<file path="config.mk">
export PLATFORM = sky130hd
export DESIGN_NAME = icache_nway_flat
export DESIGN_NICKNAME = d
export VERILOG_FILES = /design/src/rtl/icache_pkg.sv /design/src/rtl/icache_nway_if.sv /design/src/rtl/icache_victim_sel.sv /design/src/rtl/icache_nway.sv /design/src/flat_wrapper.sv
export SDC_FILE = /design/constraint.sdc
export NUM_CORES = 1
export LEC_CHECK = 0
export ABC_CLOCK_PERIOD_IN_PS = 8500
export BUFFER_PORTS_ARGS = -buffer_cell sky130_fd_sc_hd__buf_2
export CAP_MARGIN = 20
export CORE_ASPECT_RATIO = 0.5
export CORE_MARGIN = 2
export CORE_UTILIZATION = 30
export DETAILED_ROUTE_END_ITERATION = 16
export PLACE_DENSITY = 0.47
export SYNTH_ARGS = -nofsm -noshare
export SYNTH_HDL_FRONTEND = slang
export SYNTH_HIERARCHICAL = 1
export SYNTH_SLANG_ARGS = --single-unit
</file>
<file path="constraint.sdc">
create_clock -name clock -period 8.5 [get_ports clock]
set_clock_uncertainty 0.05 [all_clocks]
set_input_delay 1.275 -clock clock [delete_from_list [all_inputs] [get_ports clock]]
set_output_delay 1.275 -clock clock [all_outputs]
set_load 0.01 [all_outputs]
</file>
<file path="src/rtl/icache_pkg.sv">
// Shared definitions for the N-way instruction cache.
//   state_t    : controller states (IDLE=0, MISS=1, FLUSH=2)
//   offset_w   : word-offset field width for a given line size
//   index_w    : set-index field width for a given set count
//   tag_w      : tag field width for a given address/set/line geometry
//   ptr_w      : round-robin pointer width (1 bit minimum so a signal exists)
package icache_pkg;

  typedef enum logic [1:0] {
    ST_IDLE  = 2'd0,
    ST_MISS  = 2'd1,
    ST_FLUSH = 2'd2
  } state_t;

  function automatic int unsigned offset_w(input int unsigned words_per_line);
    return $clog2(words_per_line);
  endfunction

  function automatic int unsigned index_w(input int unsigned sets);
    return $clog2(sets);
  endfunction

  function automatic int unsigned tag_w(input int unsigned addr_w,
                                        input int unsigned sets,
                                        input int unsigned words_per_line);
    return addr_w - $clog2(sets) - $clog2(words_per_line);
  endfunction

  function automatic int unsigned ptr_w(input int unsigned ways);
    return (ways > 1) ? $clog2(ways) : 1;
  endfunction

endpackage

</file>
<file path="src/rtl/icache_nway_if.sv">
// Fetch-port and line-memory handshake bundle for icache_nway.
//   Fetch side : read_enable, address (to cache); read_ready, instruction,
//                busy (from cache)
//   Memory side: memory_read_enable, memory_address (from cache);
//                memory_read_ready, memory_data (to cache)
//   slave  modport: the cache's view
//   master modport: the processor/memory environment's view
interface icache_nway_if #(
  parameter int unsigned ADDR_W         = 8,
  parameter int unsigned WORD_W         = 16,
  parameter int unsigned WORDS_PER_LINE = 4
);
  localparam int unsigned LINE_ADDR_W = ADDR_W - icache_pkg::offset_w(WORDS_PER_LINE);
  localparam int unsigned LINE_W      = WORD_W * WORDS_PER_LINE;

  logic                   read_enable;
  logic [ADDR_W-1:0]      address;
  logic                   read_ready;
  logic [WORD_W-1:0]      instruction;
  logic                   busy;
  logic                   memory_read_enable;
  logic [LINE_ADDR_W-1:0] memory_address;
  logic                   memory_read_ready;
  logic [LINE_W-1:0]      memory_data;

  modport slave (
    input  read_enable, address, memory_read_ready, memory_data,
    output read_ready, instruction, busy, memory_read_enable, memory_address
  );

  modport master (
    output read_enable, address, memory_read_ready, memory_data,
    input  read_ready, instruction, busy, memory_read_enable, memory_address
  );

endinterface

</file>
<file path="src/rtl/icache_victim_sel.sv">
// Replacement-way chooser for one set.
//   valid    : per-way valid bits of the set being filled
//   ptr      : the set's round-robin pointer
//   victim   : lowest-index invalid way, else ptr
//   next_ptr : ptr+1 (mod WAYS) when the pointer was used, else ptr unchanged
module icache_victim_sel
  import icache_pkg::*;
#(
  parameter  int unsigned WAYS  = 2,
  localparam int unsigned PTR_W = ptr_w(WAYS)
) (
  input  logic [WAYS-1:0]  valid,
  input  logic [PTR_W-1:0] ptr,
  output logic [PTR_W-1:0] victim,
  output logic [PTR_W-1:0] next_ptr
);

  logic found;

  always_comb begin
    found    = 1'b0;
    victim   = ptr;
    next_ptr = ptr;
    for (int unsigned w = 0; w < WAYS; w++) begin
      if (!found && !valid[w]) begin
        found  = 1'b1;
        victim = PTR_W'(w);
      end
    end
    // WAYS is a power of two, so the natural PTR_W-bit wrap is the modulo.
    if (!found && WAYS > 1) next_ptr = ptr + 1'b1;
  end

endmodule

</file>
<file path="src/rtl/icache_nway.sv">
// N-way set-associative read-only instruction cache.
//   clock, reset : clock; synchronous active-high reset
//   flush        : invalidate every line (sampled in IDLE only, beats reads)
//   bus          : fetch and line-memory handshakes (icache_nway_if.slave)
//   hit_count    : saturating hit counter
//   miss_count   : saturating miss counter
// Hits return one cycle after the request. Misses capture the address, fetch
// the whole line, fill the victim way and forward the requested word straight
// from memory_data. A flush walks one set per cycle for SETS cycles.
module icache_nway
  import icache_pkg::*;
#(
  parameter int unsigned ADDR_W         = 8,
  parameter int unsigned WORD_W         = 16,
  parameter int unsigned WORDS_PER_LINE = 4,
  parameter int unsigned SETS           = 8,
  parameter int unsigned WAYS           = 2,
  parameter int unsigned CNT_W          = 16
) (
  input  logic             clock,
  input  logic             reset,
  input  logic             flush,
  icache_nway_if.slave     bus,
  output logic [CNT_W-1:0] hit_count,
  output logic [CNT_W-1:0] miss_count
);

  localparam int unsigned OFF_W  = offset_w(WORDS_PER_LINE);
  localparam int unsigned IDX_W  = index_w(SETS);
  localparam int unsigned TAG_W  = tag_w(ADDR_W, SETS, WORDS_PER_LINE);
  localparam int unsigned PTR_W  = ptr_w(WAYS);
  localparam int unsigned LINE_W = WORD_W * WORDS_PER_LINE;

  // Storage
  logic [WAYS-1:0]   valid_q [SETS];
  logic [TAG_W-1:0]  tag_q   [SETS][WAYS];
  logic [LINE_W-1:0] data_q  [SETS][WAYS];

  // Controller state and registered outputs
  state_t            state;
  logic [ADDR_W-1:0] req_addr;
  logic [IDX_W-1:0]  flush_idx;
  logic              read_ready_q;
  logic [WORD_W-1:0] instruction_q;
  logic              busy_q;
  logic              mem_re_q;

  // Address fields of the incoming request and of the captured miss
  logic [TAG_W-1:0] in_tag,  req_tag;
  logic [IDX_W-1:0] in_idx,  req_idx;
  logic [OFF_W-1:0] in_off,  req_off;

  assign in_tag  = bus.address[ADDR_W-1 -: TAG_W];
  assign in_idx  = bus.address[OFF_W +: IDX_W];
  assign in_off  = bus.address[OFF_W-1:0];
  assign req_tag = req_addr[ADDR_W-1 -: TAG_W];
  assign req_idx = req_addr[OFF_W +: IDX_W];
  assign req_off = req_addr[OFF_W-1:0];

  function automatic logic [WORD_W-1:0] word_of(input logic [LINE_W-1:0] line,
                                                input logic [OFF_W-1:0]  off);
    return line[off*WORD_W +: WORD_W];
  endfunction

  // Hit detection; lowest matching way wins should two ever match.
  logic             hit;
  logic [PTR_W-1:0] hit_way;
  logic [WORD_W-1:0] hit_word;
  logic [WORD_W-1:0] fill_word;

  always_comb begin
    hit     = 1'b0;
    hit_way = '0;
    for (int unsigned w = 0; w < WAYS; w++) begin
      if (!hit && valid_q[in_idx][w] && (tag_q[in_idx][w] == in_tag)) begin
        hit     = 1'b1;
        hit_way = PTR_W'(w);
      end
    end
  end

  assign hit_word  = word_of(data_q[in_idx][hit_way], in_off);
  assign fill_word = word_of(bus.memory_data, req_off);

  // Replacement
  logic             fill_fire;
  logic             flush_step;
  logic [PTR_W-1:0] ptr_cur;
  logic [PTR_W-1:0] ptr_next;
  logic [PTR_W-1:0] victim;

  assign fill_fire  = (state == ST_MISS) && bus.memory_read_ready;
  assign flush_step = (state == ST_FLUSH);

  icache_victim_sel #(.WAYS(WAYS)) u_victim_sel (
    .valid    (valid_q[req_idx]),
    .ptr      (ptr_cur),
    .victim   (victim),
    .next_ptr (ptr_next)
  );

  generate
    if (WAYS > 1) begin : g_rr
      logic [PTR_W-1:0] ptr_q [SETS];

      always_ff @(posedge clock) begin
        if (reset) begin
          for (int unsigned s = 0; s < SETS; s++) ptr_q[s] <= '0;
        end else if (flush_step) begin
          ptr_q[flush_idx] <= '0;
        end else if (fill_fire) begin
          ptr_q[req_idx] <= ptr_next;
        end
      end

      assign ptr_cur = ptr_q[req_idx];
    end else begin : g_dm
      assign ptr_cur = '0;
    end
  endgenerate

  // Tag/data arrays carry no reset; valid bits alone define contents.
  always_ff @(posedge clock) begin
    if (!reset && fill_fire) begin
      tag_q[req_idx][victim]  <= req_tag;
      data_q[req_idx][victim] <= bus.memory_data;
    end
  end

  // Controller
  always_ff @(posedge clock) begin
    if (reset) begin
      state         <= ST_IDLE;
      req_addr      <= '0;
      flush_idx     <= '0;
      read_ready_q  <= 1'b0;
      instruction_q <= '0;
      busy_q        <= 1'b0;
      mem_re_q      <= 1'b0;
      hit_count     <= '0;
      miss_count    <= '0;
      for (int unsigned s = 0; s < SETS; s++) valid_q[s] <= '0;
    end else begin
      read_ready_q <= 1'b0;
      case (state)
        ST_IDLE: begin
          if (flush) begin
            state     <= ST_FLUSH;
            flush_idx <= '0;
            busy_q    <= 1'b1;
          end else if (bus.read_enable) begin
            if (hit) begin
              read_ready_q  <= 1'b1;
              instruction_q <= hit_word;
              if (hit_count != '1) hit_count <= hit_count + 1'b1;
            end else begin
              req_addr <= bus.address;
              state    <= ST_MISS;
              busy_q   <= 1'b1;
              mem_re_q <= 1'b1;
            end
          end
        end
        ST_MISS: begin
          if (bus.memory_read_ready) begin
            valid_q[req_idx][victim] <= 1'b1;
            read_ready_q  <= 1'b1;
            instruction_q <= fill_word;
            if (miss_count != '1) miss_count <= miss_count + 1'b1;
            state    <= ST_IDLE;
            busy_q   <= 1'b0;
            mem_re_q <= 1'b0;
          end
        end
        ST_FLUSH: begin
          valid_q[flush_idx] <= '0;
          if (flush_idx == IDX_W'(SETS - 1)) begin
            state  <= ST_IDLE;
            busy_q <= 1'b0;
          end else begin
            flush_idx <= flush_idx + 1'b1;
          end
        end
        default: begin
          state    <= ST_IDLE;
          busy_q   <= 1'b0;
          mem_re_q <= 1'b0;
        end
      endcase
    end
  end

  assign bus.read_ready         = read_ready_q;
  assign bus.instruction        = instruction_q;
  assign bus.busy               = busy_q;
  assign bus.memory_read_enable = mem_re_q;
  assign bus.memory_address     = req_addr[ADDR_W-1:OFF_W];

endmodule

</file>
<file path="src/flat_wrapper.sv">
// flat-port wrapper written by rule: the top's interface ports become plain ports
module icache_nway_flat import icache_pkg::*;
#(
  parameter int unsigned ADDR_W         = 8,
  parameter int unsigned WORD_W         = 16,
  parameter int unsigned WORDS_PER_LINE = 4,
  parameter int unsigned SETS           = 8,
  parameter int unsigned WAYS           = 2,
  parameter int unsigned CNT_W          = 16
)
  (clock, reset, flush, hit_count, miss_count, bus_read_enable, bus_address, bus_memory_read_ready, bus_memory_data, bus_read_ready, bus_instruction, bus_busy, bus_memory_read_enable, bus_memory_address);
  icache_nway_if #(.ADDR_W(ADDR_W), .WORD_W(WORD_W), .WORDS_PER_LINE(WORDS_PER_LINE)) bus_i ();
  input  logic clock;
  input  logic reset;
  input  logic flush;
  output logic [CNT_W-1:0] hit_count;
  output logic [CNT_W-1:0] miss_count;
  input wire logic [$bits(bus_i.read_enable)-1:0] bus_read_enable;
  input wire logic [$bits(bus_i.address)-1:0] bus_address;
  input wire logic [$bits(bus_i.memory_read_ready)-1:0] bus_memory_read_ready;
  input wire logic [$bits(bus_i.memory_data)-1:0] bus_memory_data;
  output wire logic [$bits(bus_i.read_ready)-1:0] bus_read_ready;
  output wire logic [$bits(bus_i.instruction)-1:0] bus_instruction;
  output wire logic [$bits(bus_i.busy)-1:0] bus_busy;
  output wire logic [$bits(bus_i.memory_read_enable)-1:0] bus_memory_read_enable;
  output wire logic [$bits(bus_i.memory_address)-1:0] bus_memory_address;
  assign bus_i.read_enable = bus_read_enable;
  assign bus_i.address = bus_address;
  assign bus_i.memory_read_ready = bus_memory_read_ready;
  assign bus_i.memory_data = bus_memory_data;
  assign bus_read_ready = bus_i.read_ready;
  assign bus_instruction = bus_i.instruction;
  assign bus_busy = bus_i.busy;
  assign bus_memory_read_enable = bus_i.memory_read_enable;
  assign bus_memory_address = bus_i.memory_address;
  icache_nway #(.ADDR_W(ADDR_W), .WORD_W(WORD_W), .WORDS_PER_LINE(WORDS_PER_LINE), .SETS(SETS), .WAYS(WAYS), .CNT_W(CNT_W)) u_core (.clock(clock), .reset(reset), .flush(flush), .bus(bus_i), .hit_count(hit_count), .miss_count(miss_count));
endmodule
</file>
==> metrics.md <==
| Metric | Value |
|---|---|
| Status | complete, no violations |
| Hold slack final | between 0.4 and 0.5 ns |
| P_leak | 16.2 nW |
| Post-synth top cells | edfxtp_1 (1096), mux4_2 (356), nor2_1 (79) |
| Net switching power figure | 2.53 mW |
| GRT Residual Overflow | 0 |
| Max Cap Viol | 0 |
| Largest net degree at the start of global routing | roughly 120 |
| DP Cell Count | approximately 4200 |
| Worst hold path class | reg -> reg |
| WL per Instance | 27.6 um |
| Setup violators final | 0 |
| CTS tree | yes |
| CP Class | reg -> reg |
| Via-to-Cell Ratio | ~5.1 |
| Slew Limit Fails | 0 |
| Clock-pin slew on the worst setup and hold paths | around 0.060 ns |
| Non-Filler Instances | between 4000 and 5000 |
| Met1 usage | between 20% and 30% |
| Final Cycle Share | a little over half |
| Post-Syn Area | ~46000 um2 |
| Worst vdd rail ir drop | approximately 0.15 mV |
| P_int | approximately 9 mW |
| EDFF count, synth | between 1000 and 1500 |
| CTS Buf Count | 110 |
| Post-layout util | 34.6% |
| IO Pins | approximately 130 |
| Mean post-synth cell area | about 22 um2 |
| Placement Rows | between 100 and 150 |
| Pwr/cell area | 224 nW/um2 |
| Design Area, Final | around 52000 um2 |
| IO Port Bufs | 133 |
| Critical-path top delay cell | buf_4 |
| Placed Area | slightly below 50000 um2 |
| Synthesis-stage register bit count | around 1200 |
| Sequential share of the synthesized area | between 70% and 80% |
| Most frequent cell after synthesis | edfxtp_1 |
| Post-CTS Resized | 0 |
| Critical-path cell list | nor2b_1 -> nand2_1 -> nor2_1 -> nand3b_1 -> nor2_4 -> buf_4 -> buf_4 |
| Critical Path Source Type | flop |
| Setup repair bufs after CTS | 0 |
| CTS Hold Bufs | 0 |
| Synthesized instance count | approximately 2100 |
| GRT Total Usage | between 10% and 20% |
| # DRC | 0 |
| Total power | about 12 mW |
| Vias in the first global route | 23123 |
| Clock buffer depth | 3 |
| Synth Flop Type | edfxtp_1 |
| Core region area | about 150000 um2 |
| Post-route ant nets | 0 |
| Final WS setup | 4.03 ns |
| Root buffer cell | clkbuf_16 |
| Tightest Pin Transition | between 1 and 1.5 ns |
| Total Wirelength | 120000 um |
| Layer carrying the most global-route usage | met2 |
| Part of the power in registers | 53.7% |
| Critical Path Source | u_core/state[0] |
| H-tree levels | 3 |
| Hold Path Origin | u_core/bus.memory_read_enable |
| Met3 usage | under 10% |
| Largest delay share family, worst path | simple AND/OR/NAND/NOR gates |
| P&R area growth vs syn | 14.6% |
| Worst EP arrival | ~4.8 ns |
| Layout cells sized above 1 | between 30% and 40% |
| Die Wd | ~560 um |
| Final Critical Period | ~4.5 ns |
| Area contributors post-synth | edfxtp_1 (72%), mux4_2 (18%), dfxtp_1 (2.9%) |
| First-pass GRT wire length | 173000 um |
| Worst reg2reg path startpoint | u_core/state[0] |
| Setup TNS | 0 ns |
| Worst setup EP type | flop |
| Slew headroom | between 20% and 30% |
| YS warnings | 6 |
| Nets | approximately 2300 |
| Synthesized Nets | between 2000 and 2500 |
| Crit-path max cell delay | 0.66 ns |
| Final hold violations | 0 |
| Post-DP HPWL | slightly below 70000 um |
| Proportion of netlist area held by the largest area contributor | 72.0% |
| Die height | ~280 um |
| Iteration-0 DRC count of the detailed router | between 2000 and 2500 |
| Initial core utilization | a little under a third |
| Clock power share | 41.4% |
| RePlAce Congestion | between 0.7 and 0.8 |
| Via count | between 20000 and 25000 |
| CTS Sinks | 1163 |
| Setup slack after placement | around 3.3 ns |
| Met2 Use GR | 25.0% |
| Worst-path maximum fanout | 31 |
| Buf+Inv Stages, Crit Path | 2 |
| Switching part of the total | between 20% and 30% |
| Asr flop ratio synth | 0% |
| Antenna violations before repair | 20 |
| Clock Latency Late Sink | about 0.72 ns |
| DRT Pass-1 Iters | 5 |
| Die area | between 150000 and 200000 um2 |
| Unrepaired setup endpoints after global routing | no |
| Fmax | about 220 MHz |
| Cell variety after synth | 55 |
| Comb pwr share | 4.9% |
| Most frequent CP cell | buf_4 |
| Leading area contributor after synthesis | edfxtp_1 |
| Critical Path RT | 8.80 ns |
## layer usage
metal | wire (um) | vias to the layer above
met1 | 55400 | 12194
met3 | 5120 | 194
li1 | - | 9199
met2 | 57100 | 574
met5 | 34 | -
met4 | 2670 | 6
## flip-flops by register name, summed over array words and instances, names as in the netlist, named ones only
register	cells
u_core/bus.busy	1
u_core/bus.instruction	16
u_core/bus.memory_read_enable	1
u_core/bus.read_ready	1
u_core/data_q	1024
u_core/flush_idx	3
u_core/g_rr.ptr_q	8
u_core/hit_count	16
u_core/miss_count	16
u_core/req_addr	8
u_core/state	2
u_core/tag_q	48
u_core/valid_q	16
## layout make-up
| class | count | area (um2) |
|---|---|---|
| Timing Repair Buffer | 187 | 1150 |
| Antenna cell | 1 | 2.50 |
| Multi-Input combinational cell | 789 | 10900 |
| Tap cell | 2008 | 2510 |
| Clock buffer | 150 | 2990 |
| Sequential cell | 1163 | 34300 |
| Fill cell | 14075 | 99100 |
| Clock inverter | 58 | 510 |
| Inverter | 9 | 33.8 |
## power groups by stage
stage,logic (mW),registers (mW),clock network (mW)
global placement,0.582,6.42,0
CTS,0.586,6.30,4.99
detailed placement,0.585,6.42,0
global route,0.613,6.30,5.21
floorplan,0.348,6.41,0
finish,0.568,6.30,4.85
## path summary, 6_finish.rpt
check,cells after the start,slack (ns),end
max reg2reg,7,4.03,u_core/data_q[5][117]
max,7,4.03,u_core/data_q[5][117]
min,2,0.42,u_core/bus.memory_read_enable
min reg2reg,2,0.42,u_core/bus.memory_read_enable
## cells by family after synthesis
kind of cell               share of synthesized area (%)
DFF                                                 75.0
muxes                                               18.9
and+or+nand+nor                                     2.32
buffers and inverters                               1.40
AOI/OAI and AO/OA                                   1.95
xor gates and xnor gates                           0.345
adders and majority gates                          0.110
## worst register-to-register path: stages (launching register included)
cell and delay (ns):
dfxtp_1 0.44, nor2b_1 0.50, nand2_1 0.24, nor2_1 0.40, nand3b_1 0.63, nor2_4 0.59, buf_4 0.54, buf_4 0.70
## cells in the final DEF (no fill, tap or decap), types with 9 or more instances in the layout
cell	n
clkbuf_16	112
nand2_1	36
o211ai_1	12
o21ai_0	24
buf_4	50
a31oi_1	21
a21oi_1	17
inv_1	9
xor2_1	15
nor2_1	67
clkinv_1	20
nor2_4	12
mux2_2	20
clkbuf_1	34
mux4_2	356
dfxtp_1	65
edfxtp_1	1096
o21bai_1	20
buf_2	129
o31ai_1	9
clkinv_2	24
nand4_1	9
nand3_1	31
mux2i_1	35
Power figures use the tool's default switching activity.
